$ cat config.mk
export PLATFORM = sky130hd
export DESIGN_NAME = store_queue_ctrl_flat
export DESIGN_NICKNAME = d
export VERILOG_FILES = /design/src/rtl/riscv_mem_pkg.sv /design/src/rtl/store_queue_ctrl_if.sv /design/src/rtl/store_lane_fmt.sv /design/src/rtl/store_queue_ctrl.sv /design/src/flat_wrapper.sv
export SDC_FILE = /design/constraint.sdc
export NUM_CORES = 1
export LEC_CHECK = 0
export ABC_AREA = 1
export CORE_MARGIN = 2
export CORE_UTILIZATION = 53
export DETAILED_ROUTE_END_ITERATION = 6
export HOLD_SLACK_MARGIN = 0.03
export MAX_ROUTING_LAYER = met4
export PLACE_DENSITY = 0.87
export SYNTH_ARGS = -nofsm -noshare
export SYNTH_HDL_FRONTEND = slang
export SYNTH_SLANG_ARGS = --single-unit
$ cat constraint.sdc
create_clock -name clk -period 8.5 [get_ports clk]
set_input_delay 0.85 -clock clk [delete_from_list [all_inputs] [get_ports clk]]
set_output_delay 0.85 -clock clk [all_outputs]
set_load 0.05 [all_outputs]
$ cat src/rtl/riscv_mem_pkg.sv
// Shared memory-stage definitions: store funct3 encodings, the store-queue
// FSM state type and the packed queue-entry layout.
package riscv_mem_pkg;

  localparam logic [2:0] FUNCT3_SB = 3'b000;
  localparam logic [2:0] FUNCT3_SH = 3'b001;
  localparam logic [2:0] FUNCT3_SW = 3'b010;

  typedef enum logic [1:0] {
    SQ_IDLE   = 2'd0,  // queue empty
    SQ_ACTIVE = 2'd1,  // queue holds at least one store
    SQ_FLUSH  = 2'd2   // draining for a fence, new stores refused
  } sq_state_e;

  // One queued store: word address, byte enables and lane-replicated data.
  typedef struct packed {
    logic [29:0] waddr;
    logic [3:0]  be;
    logic [31:0] wdata;
  } sq_entry_t;

endpackage

$ cat src/rtl/store_queue_ctrl_if.sv
// Pipeline-side and memory-side signals of the store queue. The controller
// connects through the slave modport; the pipeline/memory side uses master.
interface store_queue_ctrl_if;

  logic        st_valid;
  logic [2:0]  st_funct3;
  logic [31:0] st_addr;
  logic [31:0] st_data;
  logic        st_ready;

  logic        ld_valid;
  logic [31:0] ld_addr;
  logic        ld_hazard;

  logic        flush_req;
  logic        flush_done;

  logic        dmem_we;
  logic [3:0]  dmem_be;
  logic [31:0] dmem_addr;
  logic [31:0] dmem_wdata;
  logic        st_err;

  modport master (
    output st_valid, st_funct3, st_addr, st_data, ld_valid, ld_addr, flush_req,
    input  st_ready, ld_hazard, flush_done, dmem_we, dmem_be, dmem_addr,
           dmem_wdata, st_err
  );

  modport slave (
    input  st_valid, st_funct3, st_addr, st_data, ld_valid, ld_addr, flush_req,
    output st_ready, ld_hazard, flush_done, dmem_we, dmem_be, dmem_addr,
           dmem_wdata, st_err
  );

endinterface

$ cat src/rtl/store_lane_fmt.sv
// Store lane formatter: turns a raw store (funct3, byte address, rs2) into a
// queue entry with byte enables and lane-replicated write data.
// Optional feature: define STORE_MISALIGN_TRAP_EN to reject misaligned SH/SW;
// otherwise the low address bits are ignored and the access is force-aligned.
module store_lane_fmt
  import riscv_mem_pkg::*;
(
  input  logic [2:0]  funct3,
  input  logic [31:0] addr,
  input  logic [31:0] data,
  output sq_entry_t   entry,
  output logic        ok
);

  // Decode width and build byte enables / replicated data.
  always_comb begin
    // NOTE: every output gets a default before the case so no path can leave
    // a value unassigned and infer a latch.
    entry.waddr = addr[31:2];
    entry.be    = 4'b0000;
    entry.wdata = data;
    ok          = 1'b0;
    case (funct3)
      FUNCT3_SB: begin
        entry.be    = 4'b0001 << addr[1:0];
        entry.wdata = {4{data[7:0]}};
        ok          = 1'b1;
      end
      FUNCT3_SH: begin
        entry.be    = 4'b0011 << {addr[1], 1'b0};
        entry.wdata = {2{data[15:0]}};
`ifdef STORE_MISALIGN_TRAP_EN
        ok          = !addr[0];
`else
        ok          = 1'b1;
`endif
      end
      FUNCT3_SW: begin
        entry.be    = 4'b1111;
        entry.wdata = data;
`ifdef STORE_MISALIGN_TRAP_EN
        ok          = (addr[1:0] == 2'b00);
`else
        ok          = 1'b1;
`endif
      end
      default: ok = 1'b0;
    endcase
  end

endmodule

$ cat src/rtl/store_queue_ctrl.sv
// Store queue controller: buffers MEM-stage stores in a small FIFO and drains
// them to data memory whenever the load path does not need the port. Loads
// hitting a queued word are stalled via ld_hazard; flush_req drains the queue
// and answers with a one-cycle flush_done.
// Optional feature: STORE_MISALIGN_TRAP_EN (see store_lane_fmt).
module store_queue_ctrl
  import riscv_mem_pkg::*;
#(
  parameter int DEPTH = 2
) (
  input  logic               clk,
  input  logic               rst,
  store_queue_ctrl_if.slave  sq
);

  localparam int              PTR_W   = $clog2(DEPTH);
  localparam logic [PTR_W:0]  DEPTH_C = (PTR_W + 1)'(DEPTH);

  sq_entry_t        mem [DEPTH];
  logic [PTR_W-1:0] head;
  logic [PTR_W-1:0] tail;
  logic [PTR_W:0]   count;
  logic [PTR_W:0]   count_nxt;
  sq_state_e        state;
  logic             flush_done_q;
  logic             st_err_q;

  sq_entry_t        fmt_entry;
  logic             fmt_ok;
  logic             st_ready_w;
  logic             hit;
  logic             accept;
  logic             push;
  logic             pop;
  logic             load_owns;
  logic             unused_ld_lsb;

  store_lane_fmt u_fmt (
    .funct3 (sq.st_funct3),
    .addr   (sq.st_addr),
    .data   (sq.st_data),
    .entry  (fmt_entry),
    .ok     (fmt_ok)
  );

  assign st_ready_w    = (count < DEPTH_C) && (state != SQ_FLUSH);
  assign accept        = sq.st_valid && st_ready_w;
  assign push          = accept && fmt_ok;
  assign unused_ld_lsb = ^sq.ld_addr[1:0];

  // Word-address match of the load against every occupied queue slot.
  always_comb begin
    hit = 1'b0;
    for (int i = 0; i < DEPTH; i++) begin
      if (({1'b0, PTR_W'(i) - head} < count) && (mem[i].waddr == sq.ld_addr[31:2]))
        hit = 1'b1;
    end
  end

  assign sq.ld_hazard = sq.ld_valid && hit;

  // Port arbitration: a hazard-free load wins unless a flush is draining.
  assign load_owns = sq.ld_valid && !sq.ld_hazard && (state != SQ_FLUSH);
  assign pop       = (count != '0) && !load_owns;

  assign sq.st_ready   = st_ready_w;
  assign sq.dmem_we    = pop;
  assign sq.dmem_be    = pop ? mem[head].be : 4'b0000;
  assign sq.dmem_wdata = mem[head].wdata;
  assign sq.dmem_addr  = load_owns ? {sq.ld_addr[31:2], 2'b00} : {mem[head].waddr, 2'b00};
  assign sq.flush_done = flush_done_q;
  assign sq.st_err     = st_err_q;

  // Occupancy after this cycle's push/pop.
  always_comb begin
    count_nxt = count;
    case ({push, pop})
      2'b10:   count_nxt = count + (PTR_W + 1)'(1);
      2'b01:   count_nxt = count - (PTR_W + 1)'(1);
      default: count_nxt = count;
    endcase
  end

  // Queue storage write at the tail.
  always_ff @(posedge clk) begin
    // NOTE: entry storage is deliberately not reset; count and the pointers
    // define which slots are live, so clearing them discards the contents.
    if (push) mem[tail] <= fmt_entry;
  end

  // Control FSM with pointers, count and registered pulse outputs.
  always_ff @(posedge clk) begin
    // NOTE: non-blocking assignments so every register here samples the
    // pre-edge values, independent of statement order.
    if (rst) begin
      state        <= SQ_IDLE;
      head         <= '0;
      tail         <= '0;
      count        <= '0;
      flush_done_q <= 1'b0;
      st_err_q     <= 1'b0;
    end else begin
      st_err_q     <= accept && !fmt_ok;
      flush_done_q <= 1'b0;
      count        <= count_nxt;
      if (push) tail <= tail + PTR_W'(1);
      if (pop)  head <= head + PTR_W'(1);
      case (state)
        SQ_IDLE, SQ_ACTIVE: begin
          if (sq.flush_req) begin
            if (count_nxt == '0) begin
              state        <= SQ_IDLE;
              flush_done_q <= 1'b1;
            end else begin
              state <= SQ_FLUSH;
            end
          end else begin
            state <= (count_nxt == '0) ? SQ_IDLE : SQ_ACTIVE;
          end
        end
        SQ_FLUSH: begin
          if (count_nxt == '0) begin
            state        <= SQ_IDLE;
            flush_done_q <= 1'b1;
          end
        end
        default: state <= SQ_IDLE;
      endcase
    end
  end

endmodule

$ cat src/flat_wrapper.sv
// flat-port wrapper written by rule: the top's interface ports become plain ports
module store_queue_ctrl_flat import riscv_mem_pkg::*;
#(
  parameter int DEPTH = 2
)
  (clk, rst, sq_st_valid, sq_st_funct3, sq_st_addr, sq_st_data, sq_ld_valid, sq_ld_addr, sq_flush_req, sq_st_ready, sq_ld_hazard, sq_flush_done, sq_dmem_we, sq_dmem_be, sq_dmem_addr, sq_dmem_wdata, sq_st_err);
  store_queue_ctrl_if sq_i ();
  input  logic clk;
  input  logic rst;
  input wire logic [$bits(sq_i.st_valid)-1:0] sq_st_valid;
  input wire logic [$bits(sq_i.st_funct3)-1:0] sq_st_funct3;
  input wire logic [$bits(sq_i.st_addr)-1:0] sq_st_addr;
  input wire logic [$bits(sq_i.st_data)-1:0] sq_st_data;
  input wire logic [$bits(sq_i.ld_valid)-1:0] sq_ld_valid;
  input wire logic [$bits(sq_i.ld_addr)-1:0] sq_ld_addr;
  input wire logic [$bits(sq_i.flush_req)-1:0] sq_flush_req;
  output wire logic [$bits(sq_i.st_ready)-1:0] sq_st_ready;
  output wire logic [$bits(sq_i.ld_hazard)-1:0] sq_ld_hazard;
  output wire logic [$bits(sq_i.flush_done)-1:0] sq_flush_done;
  output wire logic [$bits(sq_i.dmem_we)-1:0] sq_dmem_we;
  output wire logic [$bits(sq_i.dmem_be)-1:0] sq_dmem_be;
  output wire logic [$bits(sq_i.dmem_addr)-1:0] sq_dmem_addr;
  output wire logic [$bits(sq_i.dmem_wdata)-1:0] sq_dmem_wdata;
  output wire logic [$bits(sq_i.st_err)-1:0] sq_st_err;
  assign sq_i.st_valid = sq_st_valid;
  assign sq_i.st_funct3 = sq_st_funct3;
  assign sq_i.st_addr = sq_st_addr;
  assign sq_i.st_data = sq_st_data;
  assign sq_i.ld_valid = sq_ld_valid;
  assign sq_i.ld_addr = sq_ld_addr;
  assign sq_i.flush_req = sq_flush_req;
  assign sq_st_ready = sq_i.st_ready;
  assign sq_ld_hazard = sq_i.ld_hazard;
  assign sq_flush_done = sq_i.flush_done;
  assign sq_dmem_we = sq_i.dmem_we;
  assign sq_dmem_be = sq_i.dmem_be;
  assign sq_dmem_addr = sq_i.dmem_addr;
  assign sq_dmem_wdata = sq_i.dmem_wdata;
  assign sq_st_err = sq_i.st_err;
  store_queue_ctrl #(.DEPTH(DEPTH)) u_core (.clk(clk), .rst(rst), .sq(sq_i));
endmodule
# Yosys cells after proc, flatten, opt, wreduce, memory -nomap -nowiden
# Memories as Yosys holds them, arrays and structs flattened. A register that Yosys moved wholly into a read port is not among the register bits.
# Cells that the tools add are included.
# Widths: inputs -> output; s select.
[totals]
regBits = 8
mem_bits_rw = 132
in_bits = 104
out_inout_bits = 73
wordCells = 66
n_memories = 1
[memory_table]
columns = ["memory", "words", "width", "rd", "rd_ports_with_merged_regs", "write_ports", "line_no", "rtl"]
rows = [
  ["u_core.mem", 2, 66, 3, 1, 1, "store_queue_ctrl.sv:19", "sq_entry_t mem [DEPTH];"],
]
[classes]
add_sub_neg = 6
order_cmp = 3
eq_ne = 10
shifts = 2
mux = 19
n_reduce_logical = 19
[ops]
columns = ["cell", "n"]
rows = [
  ["$pmux 36 s3", 1],
  ["$eq 30x30->1", 2],
  ["$mux 32", 1],
  ["$logic_and 1x1->1", 10],
  ["$mux 1", 10],
  ["$pmux 2 s2", 2],
  ["$mux 2", 3],
  ["$eq 2x1->1 const B", 2],
  ["$eq 2x2->1 const B", 2],
  ["$logic_not 2->1", 2],
  ["$lt 1x2->1", 2],
  ["$mux 4", 1],
  ["$shl 1x2->4 const A", 1],
  ["$shl 2x2->4 const A", 1],
  ["$eq 3x1->1 const B", 1],
  ["$eq 3x2->1 const B", 1],
  ["$logic_not 1->1", 3],
  ["$logic_not 3->1", 1],
  ["$reduce_or 3->1", 1],
  ["$add 1x1->1 const B", 2],
  ["$add 2x1->2 const B", 1],
  ["$lt 2x2->1 const B", 1],
  ["$ne 2x1->1 const B", 1],
  ["$ne 2x2->1 const B", 1],
  ["other kinds (5)", 6],
]

# Longest topological paths before layout
[logic_depth]
word_depth = 17
mapped_depth = 19
depth_no_buf = 19

# Modules after synthesis
# Synthesis repeated with hierarchy kept, for this count alone.
[hier_totals]
cells_unflattened = 757
hier_area_um2 = 7538.5
[modules_own_cells]
columns = ["mod", "n_inst", "cells_per_inst", "area_each_um2", "seq_area_each_um2"]
rows = [
  ["store_queue_ctrl", 1, 617, 6799.0, 4144.0],
  ["store_lane_fmt", 1, 140, 739.5, 0.0],
]

# Worst setup path before layout
# No wires, ideal clock.
[synth_path]
path_kind = "in2reg"
start = "input port sq_st_funct3[2]"
end = "memory u_core.mem[1][0] (netlist bit), enable pin"
setup_time_ps = 492
arrival_time_ps = 4323
required_time_ps = 8008
slack_ps = 3686
stages = 6
n_path_buf = 1
path_cell_list = "nor2_1 clkbuf_1 nor2_1 nor2_1 inv_1 nor2_1"
[synth_via]
elab_chain_len = 6
elab_cells_between_ends = 8
classes_between = "eq/ne (2); mux (3); reduce/logical (3)"
[synth_rtl]
columns = ["element", "line_no", "rtl"]
rows = [
  ["start: declaration", "flat_wrapper.sv:11", "input wire logic [$bits(sq_i.st_funct3)-1:0] sq_st_funct3;"],
  ["$eq 3x2->1, or another cell as far along", "store_lane_fmt.sv:23", "case (funct3)"],
  ["$reduce_or 3->1 (no source line) *", "--", ""],
  ["$mux 1 *", "store_lane_fmt.sv:23", ""],
  ["$logic_and 1x1->1 *", "store_queue_ctrl.sv:48", "assign push = accept && fmt_ok;"],
  ["$mux 1 *", "store_queue_ctrl.sv:88", "if (push) mem[tail] <= fmt_entry;"],
  ["$mux 1 (implied by the code) *", "store_queue_ctrl.sv:88", ""],
  ["end: declaration", "store_queue_ctrl.sv:19", ""],
]
# Every way passes the cells marked *; elsewhere a longest branch is shown, timed or not.

# Worst setup path after layout
[layout_path]
start = "input port sq_ld_addr[15]"
end = "output port sq_dmem_addr[23]"
[layout_via]
elab_chain_len = 9
elab_cells_between_ends = 11
classes_between = "eq/ne (2); mux (3); reduce/logical (6)"
[layout_rtl]
columns = ["element", "line_no", "rtl"]
rows = [
  ["start: declaration", "flat_wrapper.sv:15", "input wire logic [$bits(sq_i.ld_addr)-1:0] sq_ld_addr;"],
  ["$eq 30x30->1", "store_queue_ctrl.sv:55", "if (({1'b0, PTR_W'(i) - head} < count) && (mem[i].waddr == sq.ld_addr[31:2]))"],
  ["$logic_and 1x1->1", "store_queue_ctrl.sv:55", ""],
  ["$mux 1", "store_queue_ctrl.sv:55", ""],
  ["$mux 1 *", "store_queue_ctrl.sv:55", ""],
  ["$logic_and 1x1->1 *", "store_queue_ctrl.sv:60", "assign sq.ld_hazard = sq.ld_valid && hit;"],
  ["$logic_not 1->1 *", "store_queue_ctrl.sv:63", "assign load_owns = sq.ld_valid && !sq.ld_hazard && (state != SQ_FLUSH);"],
  ["$logic_and 1x1->1 * (2 in series)", "store_queue_ctrl.sv:63", ""],
  ["$mux 32 *", "store_queue_ctrl.sv:70", "assign sq.dmem_addr = load_owns ? {sq.ld_addr[31:2], 2'b00} : {mem[head].waddr, 2'b00};"],
  ["end: declaration", "flat_wrapper.sv:22", "output wire logic [$bits(sq_i.dmem_addr)-1:0] sq_dmem_addr;"],
]
# Marked as above.

==> flow_summary.ini <==
[routing]
wl_per_cell_um = 16.38
drt_iter0_markers = 368
dr.pass1.iters = 5
wl_um = 16450
antenna_left = 0
vias_per_cell = 5.256
drc = 0
vias = 5277

[power_and_ir_drop]
power_density_mw_per_mm2 = 274.9
peakVddDrop_uv = 202.1
power.leakage_nw = 3.487

[final_layout]
nNetsFinal = 924
multi_input_area_mm2 = 0.002340
drive_gt1_share_pct = 11.18
fillers = 876
antenna_cells = 0
register_area_mm2 = 0.004148
layout-area-overhead-vs-synth_pct = 35.69
utilization_pct = 73.84

[critical_path]
worstPathMaxFanout = 63
reg2reg_depth = 16
crit_path_end_kind = output port
start_kind = input pin
r2r_slack_ns = 5.07
criticalPathCategory = in -> out
required_ns = 7.65
arrival_ns = 4.02
r2r_end = u_core.state[1]
worstSetupStartpoint = sq_ld_addr[15]
r2r_start = u_core.mem[0][51]

[sta]
setup_viol = 0
fin_crit_ns = 4.867
finalHoldViolCount = 0
fin_setup_tns_ns = 0
slew_violations = 0
finalCritPeriodShare_pct = 57.25
finClkSkew_ns = 0.006800
worst_slew_pin_slew_ns = 1.060
max_freq_ghz = 0.2055
finalWorstSetupSlack_ns = 3.633
relSlewSlack_pct = 29.31
rsz0062_at_grt = no

[cts]
clk_pin_slew_ns = 0.06
cts_hold_buf = 0
cts_num_sinks = 141
cts_buffers = 17
cts_htree_levels = 4
clockBufferDepth = 2
cts_setup_buffers = 0
cts_root_buffer = clkbuf_16
postCtsResizedCells = 0
clock_latency_ns = 0.42
cts_tree = built

[grt]
grt_antenna_before_repair = 0
grt_pass1_wl_um = 25570
grt_max_degree = 79
grt-ovfl-total = 0
gr-usage-all-layers_pct = 24.55
grt_pass1_vias = 5264

[floorplanning]
dieArea_mm2 = 0.01389
die_w_um = 117.8
core_area_mm2 = 0.01262
start_util_pct = 54.42
rows = 41
die_y_um = 117.8
ios = 177

[logic_synthesis]
synth_xor_area_share_pct = 4.719
synth_cells = 644
syn_area_per_cell_um2 = 10.66
muxShareOfSynthArea_pct = 8.453
synth.distinct_cells = 31
synth_seq_cells = 141
synth_top_family_by_area = simple AND/OR/NAND/NOR gates
synth-compound-area-share_pct = 6.304
syn_area_mm2 = 0.006868
synthSimpleGateAreaFrac_pct = 14.08
ys_seq_area_share_pct = 60.34
synth_fa_ha_area_share_pct = 0.1822
ys_warn_count = 0

[worst_hold_path]
hp-start = u_core.head
whs_path_depth = 2
whs_endpoint = u_core.head
worst_hold_path_type = reg -> reg

[placed_design]
gp_congestion = 0.8398
place_ws_ns = 3.712
dp_hpwl_um = 11500
io_buffers = 172

[run_status]
status = finished, final reports clean

[job]
maxCapViolations = 0
## layout by cell type (no fill, tap or decap), types with 17 or more instances in the layout
master	n
a21oi_2	18
clkbuf_16	17
clkdlybuf4s50_1	172
edfxtp_1	132
inv_1	70
mux2_2	32
mux2i_1	22
nand2_1	169
nor2_1	60
o21ai_0	36
xnor2_1	34
## registers in the layout, summed over array words and instances (netlist names), named ones only
register / count
u_core.mem: 132
u_core.count: 2
u_core.state: 2
u_core.head: 1
u_core.sq.flush_done: 1
u_core.sq.st_err: 1
u_core.tail: 1
## where the power goes
part / total, mW / internal (mW) / switching, mW
Sequential: 0.898 / 0.827 / 0.0709
Combinational: 0.935 / 0.341 / 0.593
Clock: 0.729 / 0.438 / 0.291
## how the worst max path moves through the flow
stage	to	slack, ns	cells after the start
6_report	sq_dmem_addr[23]	3.63	12
5_1_grt	sq_dmem_we	3.40	11
4_1_cts	sq_dmem_be[0]	3.68	11
3_5_place_dp	sq_dmem_addr[31]	3.71	12
3_3_place_gp	sq_dmem_we	3.74	11
2_1_floorplan	u_core.mem[1][0]	3.69	6
## logic make-up after synthesis
group | Yosys count
XOR/XNOR | 37
flip-flops | 141
multiplexers | 54
other | 1
AO/OA/AOI/OAI | 69
AND/OR/NAND/NOR | 246
buffers and inverters | 95
adder cells (fa/ha/maj) | 1
## synthesized netlist by cell type, drive strengths merged
| library cell | n | area share (%) |
|---|---|---|
| nor3 | 2 | 0.15 |
| nand4 | 6 | 0.55 |
| o211ai | 8 | 0.87 |
| xnor2 | 34 | 4.3 |
| o21ai | 38 | 2.8 |
| inv | 73 | 4.0 |
| nor4 | 1 | 0.091 |
| buf | 13 | 1.4 |
| nand3 | 3 | 0.40 |
| xor2 | 3 | 0.38 |
| nor2 | 63 | 3.5 |
| clkinv | 2 | 0.11 |
| or2 | 2 | 0.18 |
| conb | 1 | 0.055 |
| nand2 | 169 | 9.2 |
| mux2i | 22 | 3.2 |
| mux2 | 32 | 5.2 |
| clkbuf | 7 | 0.38 |
| a21oi | 23 | 2.7 |
| dfxtp | 9 | 2.6 |
| ha | 1 | 0.18 |
| edfxtp | 132 | 58 |
## per-layer routing
layer / GRT usage (%) / part of all wire (%) / up-vias
met4: 8.660 / 1.7 / 0
met5: - / 0 / -
met2: 41.42 / 52 / 259
met1: 28.07 / 37 / 2496
met3: 7.025 / 9.3 / 24
li1: - / - / 2498
## layout make-up
cell class	instances	area share, %
Clock buffer	18	4.605
Timing Repair Buffer	175	18.72
Multi-Input combinational cell	409	25.11
Sequential cell	141	44.51
Clock inverter	14	1.732
Tap cell	172	2.309
Inverter	75	3.021
## per-stage QoR
stage	power (mW)	hold WS (ns)	cell area (um2)	instances
detailed placement	1.846	0.5342	8728	972
CTS	2.574	0.5479	9319	1004
floorplan	1.539	0.4981	6872	645
finish	2.561	0.5434	9319	1004
global placement	1.824	0.5158	8728	972
global route	2.661	0.5902	9319	1004
## critical path, cell delays in order
cell and delay (ns):
clkdlybuf4s50_1 0.53, inv_1 0.08, nand2_1 0.06, nand2_1 0.05, nand2_1 0.08, nor2_1 0.05, nand2_1 0.12, nor2_1 0.07
nand2_1 0.11, nand3_4 0.59, o21ai_0 0.50, clkdlybuf4s50_1 0.87
(Power assumes the default switching activity.)
==> patch 1, RTL diff (same settings) <==
The option `STORE_MISALIGN_TRAP_EN` is turned on by a define.
--- a/src/rtl/store_lane_fmt.sv
+++ b/src/rtl/store_lane_fmt.sv
@@ -2,6 +2,8 @@
 // queue entry with byte enables and lane-replicated write data.
 // Optional feature: define STORE_MISALIGN_TRAP_EN to reject misaligned SH/SW;
 // otherwise the low address bits are ignored and the access is force-aligned.
+`define STORE_MISALIGN_TRAP_EN
+
 module store_lane_fmt
   import riscv_mem_pkg::*;
 (
Check against the original RTL: not equivalent (Yosys sat finds a counterexample within 4 cycles, from zero or initial values and one cycle with rst high).
==> patch 1 against the original RTL <==
Routed wire length grew 11%. Cell area grew 3.5%. Count of clock-buffer cells in the layout shrank 1. First-iteration DRC count grew 6.8%. Non-clock buffer count is the same. Sequential cell count is the same. Power shrank 3.2%. Setup slack lost 0.071 ns. Area after synthesis grew 5.1%. Worst hold slack gained 0.0083 ns. Critical path type unchanged. Largest power group unchanged.
==> patch 1: results (changes against the original RTL) <==
grt_use_met2_pct: 44.9  # +3.5 points
gp_congestion: 0.903  # +7.5%
synth_edf_count: 132  # unchanged
grt_pass1_wl_um: 28200  # +10%
min_path_type: "reg2reg"
dr.pass1.iters: 6  # +1
crit_arrival_ns: 4.09  # +0.07 ns
post-route-min-period_ns: 4.94  # +0.0712 ns
ys_dominant_reg_cell: "edfxtp_1"
cts_buffers: 17  # unchanged
reg_top3: "u_core.mem (132), u_core.count (2), u_core.state (2)"
status: "finished clean"
stdcell_count: 1059  # +5.5%
async_flop_share_pct: 0  # unchanged
yosysWarnings: 0  # unchanged
dpl.hpwl_um: 13400  # +16%
clock_power_share_pct: 29.2  # +0.7 points
routed_wl_um: 18300  # +11%
tightestPinTransition_ns: 1.06  # +0.00409 ns
p_seq_uw: 874  # -2.7%
powerDensity_nw_per_um2: 257  # -6.5%
yosysSeqAreaShare_pct: 57.4  # -2.9 points
cts-root-buf: "clkbuf_16"
met1_usage_pct: 30.8  # +2.7 points
grtUsageMet3_pct: 7.88  # +0.85 points
clk_latency_ns: 0.41
fin_hold_ws_ns: 0.552  # +0.00827 ns
clk_pin_slew_ns: 0.05
r2r_slack_ns: 5.16  # +0.09 ns
dp_cells: 1028  # +5.8%
syn_to_final_growth_pct: 33.6
port_buffers: 172  # unchanged
drive_gt1_share_pct: 10.6  # -0.53 points
clk_path_buf_depth: 2  # unchanged
synth.area.top_cells: "edfxtp_1 55%, nand2_1 7.9%, nor2_1 5.1%"
h-tree-depth: 4  # unchanged
grt_usage_pct: 26.7  # +2.1 points
cts_resized: 0  # unchanged
dpl-instance-area_um2: 9070  # +3.9%
diodes: 0  # unchanged
p_leak_nw: 3.54  # +1.6%
synth_cell_type_count: 39  # +26%
yosys-top-cells-count: "152 x nand2_1, 132 x edfxtp_1, 98 x nor2_1"
grt_max_degree: 77  # -2.5%
place_ws_ns: 3.57  # -0.145 ns
max_stage_delay_ns: 0.87  # about the same
vias: 5494  # +4.1%
final_nets: 976  # +5.6%
cts_setup_buffers: 0  # unchanged
cpMaxStageDelayCell: "clkdlybuf4s50_1"
syn_area_per_cell_um2: 10.4  # -2.7%
drtIter0Drc: 393  # +6.8%
fin_skew_ns: 0.00574  # -0.00106 ns
antenna_found_initial: 0  # unchanged
max-vdd-ir-drop_uv: 179  # -12%
n_fill_cell: 939  # +7.2%
fin_tns_setup_ns: 0  # unchanged
p_int_mw: 1.58  # -1.4%
-- patch 1: changes by cell type in the layout (fill, tap and decap cells not counted), sizes merged, moves of 5 or more --
cell   delta
o22ai     +5
nor2     +39
inv       -5
nand2    -17
-- patch 1: cell type report --
| class | instances | share of cell area [%] |
|---|---|---|
| Clock inverter | 14 | 1.58 |
| Sequential cell | 141 | 43.0 |
| Multi-Input combinational cell | 463 | 27.8 |
| Inverter | 73 | 2.84 |
| Clock buffer | 17 | 4.41 |
| Timing Repair Buffer | 175 | 18.1 |
| Tap cell | 176 | 2.28 |
-- patch 1: logic make-up after synthesis --
family	after synthesis	share of synthesized area (%)
other	1	0.0519
AO/OA/AOI/OAI	80	7.28
multiplexers	56	8.32
AND/OR/NAND/NOR	281	15.9
XOR/XNOR	43	5.22
buffers and inverters	93	5.70
flip-flops	141	57.4
adder cells (fa/ha/maj)	1	0.173
-- patch 1: worst max-delay path: cells and delay by family --
kind                   cells  cell delay [ns]
AO/OA/AOI/OAI              1             0.53
buffers and inverters      3             1.53
AND/OR/NAND/NOR            8             1.11
-- patch 1: layer usage --
layer,share of wire (%),vias to the layer above,wire (um)
li1,-,2705,-
met1,40,2566,7420
met2,50,202,9210
met3,8.0,21,1470
met4,1.3,0,232
met5,0,-,0
-- patch 1: path summary, 6_finish.rpt --
check	from	end	depth (start not counted)
worst max-delay path	sq_ld_addr[11]	sq_dmem_addr[7]	12
worst min-delay path	u_core.state[1]$_SDFFE_PP0P_	u_core.state[0]$_SDFFE_PP0P_	3
worst max register to register	u_core.mem[1][43]$_DFFE_PP_	u_core.state[0]$_SDFFE_PP0P_	17
worst min register to register	u_core.state[1]$_SDFFE_PP0P_	u_core.state[0]$_SDFFE_PP0P_	3
==> patch 2, RTL diff (config.mk and constraints unchanged) <==
Without the edit above. Remove the case item `FUNCT3_SB` of the case on `funct3`.
--- a/src/rtl/store_lane_fmt.sv
+++ b/src/rtl/store_lane_fmt.sv
@@ -21,11 +21,6 @@
     entry.wdata = data;
     ok          = 1'b0;
     case (funct3)
-      FUNCT3_SB: begin
-        entry.be    = 4'b0001 << addr[1:0];
-        entry.wdata = {4{data[7:0]}};
-        ok          = 1'b1;
-      end
       FUNCT3_SH: begin
         entry.be    = 4'b0011 << {addr[1], 1'b0};
         entry.wdata = {2{data[15:0]}};
Check against the original RTL: not equivalent (Yosys sat finds a counterexample within 4 cycles, from zero or initial values and one cycle with rst high).
==> patch 2 against the original RTL <==
Setup slack worse by 0.0042 ns. Clock power grew 1%. Sequential cell count shrank 4. Routed wire length is 9.3% higher. Area after synthesis up 0.66%. Critical path type unchanged. Cell area up 0.12%. Largest power group is now registers. Power down 9.3%. Worst hold slack got worse by 0.0037 ns.
==> patch 2: results (changes against the original RTL) <==
status: "finished clean"
synth_edf_count: 128  # -3.0%
hold_depth: 2  # unchanged
clk_latency_ns: 0.42  # about the same
vias: 5540  # +5.0%
cts_buffers: 17  # unchanged
gp_congestion: 0.970  # +16%
max-vdd-ir-drop_uv: 183  # -9.6%
grt_max_degree: 84  # +6.3%
async_flop_share_pct: 0  # unchanged
clk_path_buf_depth: 2  # unchanged
grt_pass1_wl_um: 27700  # +8.3%
diodes: 0  # unchanged
crit_arrival_ns: 4.02  # about the same
yosysWarnings: 0  # unchanged
synthMuxAreaShare_pct: 7.10  # -1.4 points
cpMaxStageDelayCell: "clkdlybuf4s50_1"
tightestPinTransition_ns: 1.05  # -0.0132 ns
p_leak_nw: 3.56  # +2.1%
reg2reg_depth: 16  # unchanged
n_fill_cell: 911  # +4.0%
synth.area.top_cells: "edfxtp_1 56%, nand2_1 11%, mux2_2 5.2%"
synth-compound-area-share_pct: 5.47  # -0.84 points
drive_gt1_share_pct: 9.65  # -1.5 points
cts_resized: 0  # unchanged
dr.pass1.iters: 6  # +1
port_buffers: 171  # -0.58%
dpl-instance-area_um2: 8740  # +0.10%
final_nets: 973  # +5.3%
dpl.hpwl_um: 12900  # +12%
drtIter0Drc: 517  # +40%
max-cap-violations: 0  # unchanged
fin_skew_ns: 0.00624  # -0.000563 ns
yosysSeqAreaShare_pct: 58.2  # -2.1 points
synthAdderAreaFrac_pct: 0.181  # -0.0012 points
cts-root-buf: "clkbuf_16"
h-tree-depth: 4  # unchanged
critPathMaxFanout: 63  # unchanged
min_path_type: "reg2reg"
routed_wl_um: 18000  # +9.3%
clk_pin_slew_ns: 0.06  # about the same
cts_setup_buffers: 0  # unchanged
grt_usage_pct: 26.7  # +2.1 points
yosys-top-cells-count: "201 x nand2_1, 128 x edfxtp_1, 76 x inv_1"
grt_pass1_vias: 5434  # +3.2%
antenna_found_initial: 0  # unchanged
synth_cell_type_count: 33  # +6.5%
reg_top3: "u_core.mem (128), u_core.count (2), u_core.state (2)"
synth_xor_area_share_pct: 4.05  # -0.66 points
max_stage_delay_ns: 0.88
patch 2: changes by cell type in the layout (fill, tap and decap cells not counted), sizes merged, moves of 4 or more:
| cell | change |
|---|---|
| nand2 | +32 |
| nor2 | +10 |
| mux2i | -9 |
| nand3 | +8 |
| o211ai | -8 |
| o21ai | +8 |
| a21oi | -7 |
| nand4 | +7 |
| nor3 | +7 |
| inv | +5 |
| xnor2 | -5 |
| edfxtp | -4 |
patch 2: per-layer routing:
metal / wire length, um / vias up / global-route usage (%)
met2: 9070 / 255 / 45.3
li1: - / 2662 / -
met1: 6880 / 2585 / 30.1
met5: 0 / - / -
met4: 457 / 0 / 9.64
met3: 1570 / 38 / 7.72
patch 2: kinds of logic (layout without fill, tap and decap cells):
kind of cell,count (synthesis),after routing
buffers and inverters,99,284
AND/OR/NAND/NOR,314,314
adder cells (fa/ha/maj),1,1
AO/OA/AOI/OAI,66,66
flip-flops,137,137
other,1,2
XOR/XNOR,32,32
multiplexers,45,45
patch 2: stage by stage:
step | util (%) | cells
after CTS | 73.6 | 1053
after floorplan | - | 696
after detailed placement | 69.0 | 1021
after global routing | 73.6 | 1053
final | 73.6 | 1053
after global placement | 69.0 | 1021
patch 2: critical path: cells and delay by family:
kind            cells  cell delay, ns
xor+xnor            1            0.33
buf+inv             2            1.41
compound gates      1            0.54
simple gates        5            0.87
patch 2: layout make-up:
class	instances	area [um^2]	area share, %
Clock buffer	18	429	4.60
Timing Repair Buffer	174	1730	18.6
Multi-Input combinational cell	460	2470	26.4
Sequential cell	137	4030	43.2
Clock inverter	14	164	1.76
Inverter	78	293	3.14
Tap cell	172	215	2.31
patch 2: final timing paths:
| kind | startpoint | end | slack [ns] |
|---|---|---|---|
| setup / recovery | sq_ld_addr[19] | sq_dmem_addr[18] | 3.63 |
| setup reg to reg | u_core.mem[0][48]$_DFFE_PP_ | u_core.state[1]$_SDFFE_PP0P_ | 5.18 |
| hold reg to reg | u_core.head$_SDFFE_PP0P_ | u_core.head$_SDFFE_PP0P_ | 0.54 |
| hold / removal | u_core.head$_SDFFE_PP0P_ | u_core.head$_SDFFE_PP0P_ | 0.54 |
patch 2: power by group:
part	internal (mW)	total (mW)	switching, mW	leakage (nW)
registers	0.779	0.835	0.0557	1.24
logic	0.273	0.750	0.477	2.04
clock network	0.439	0.739	0.300	0.280
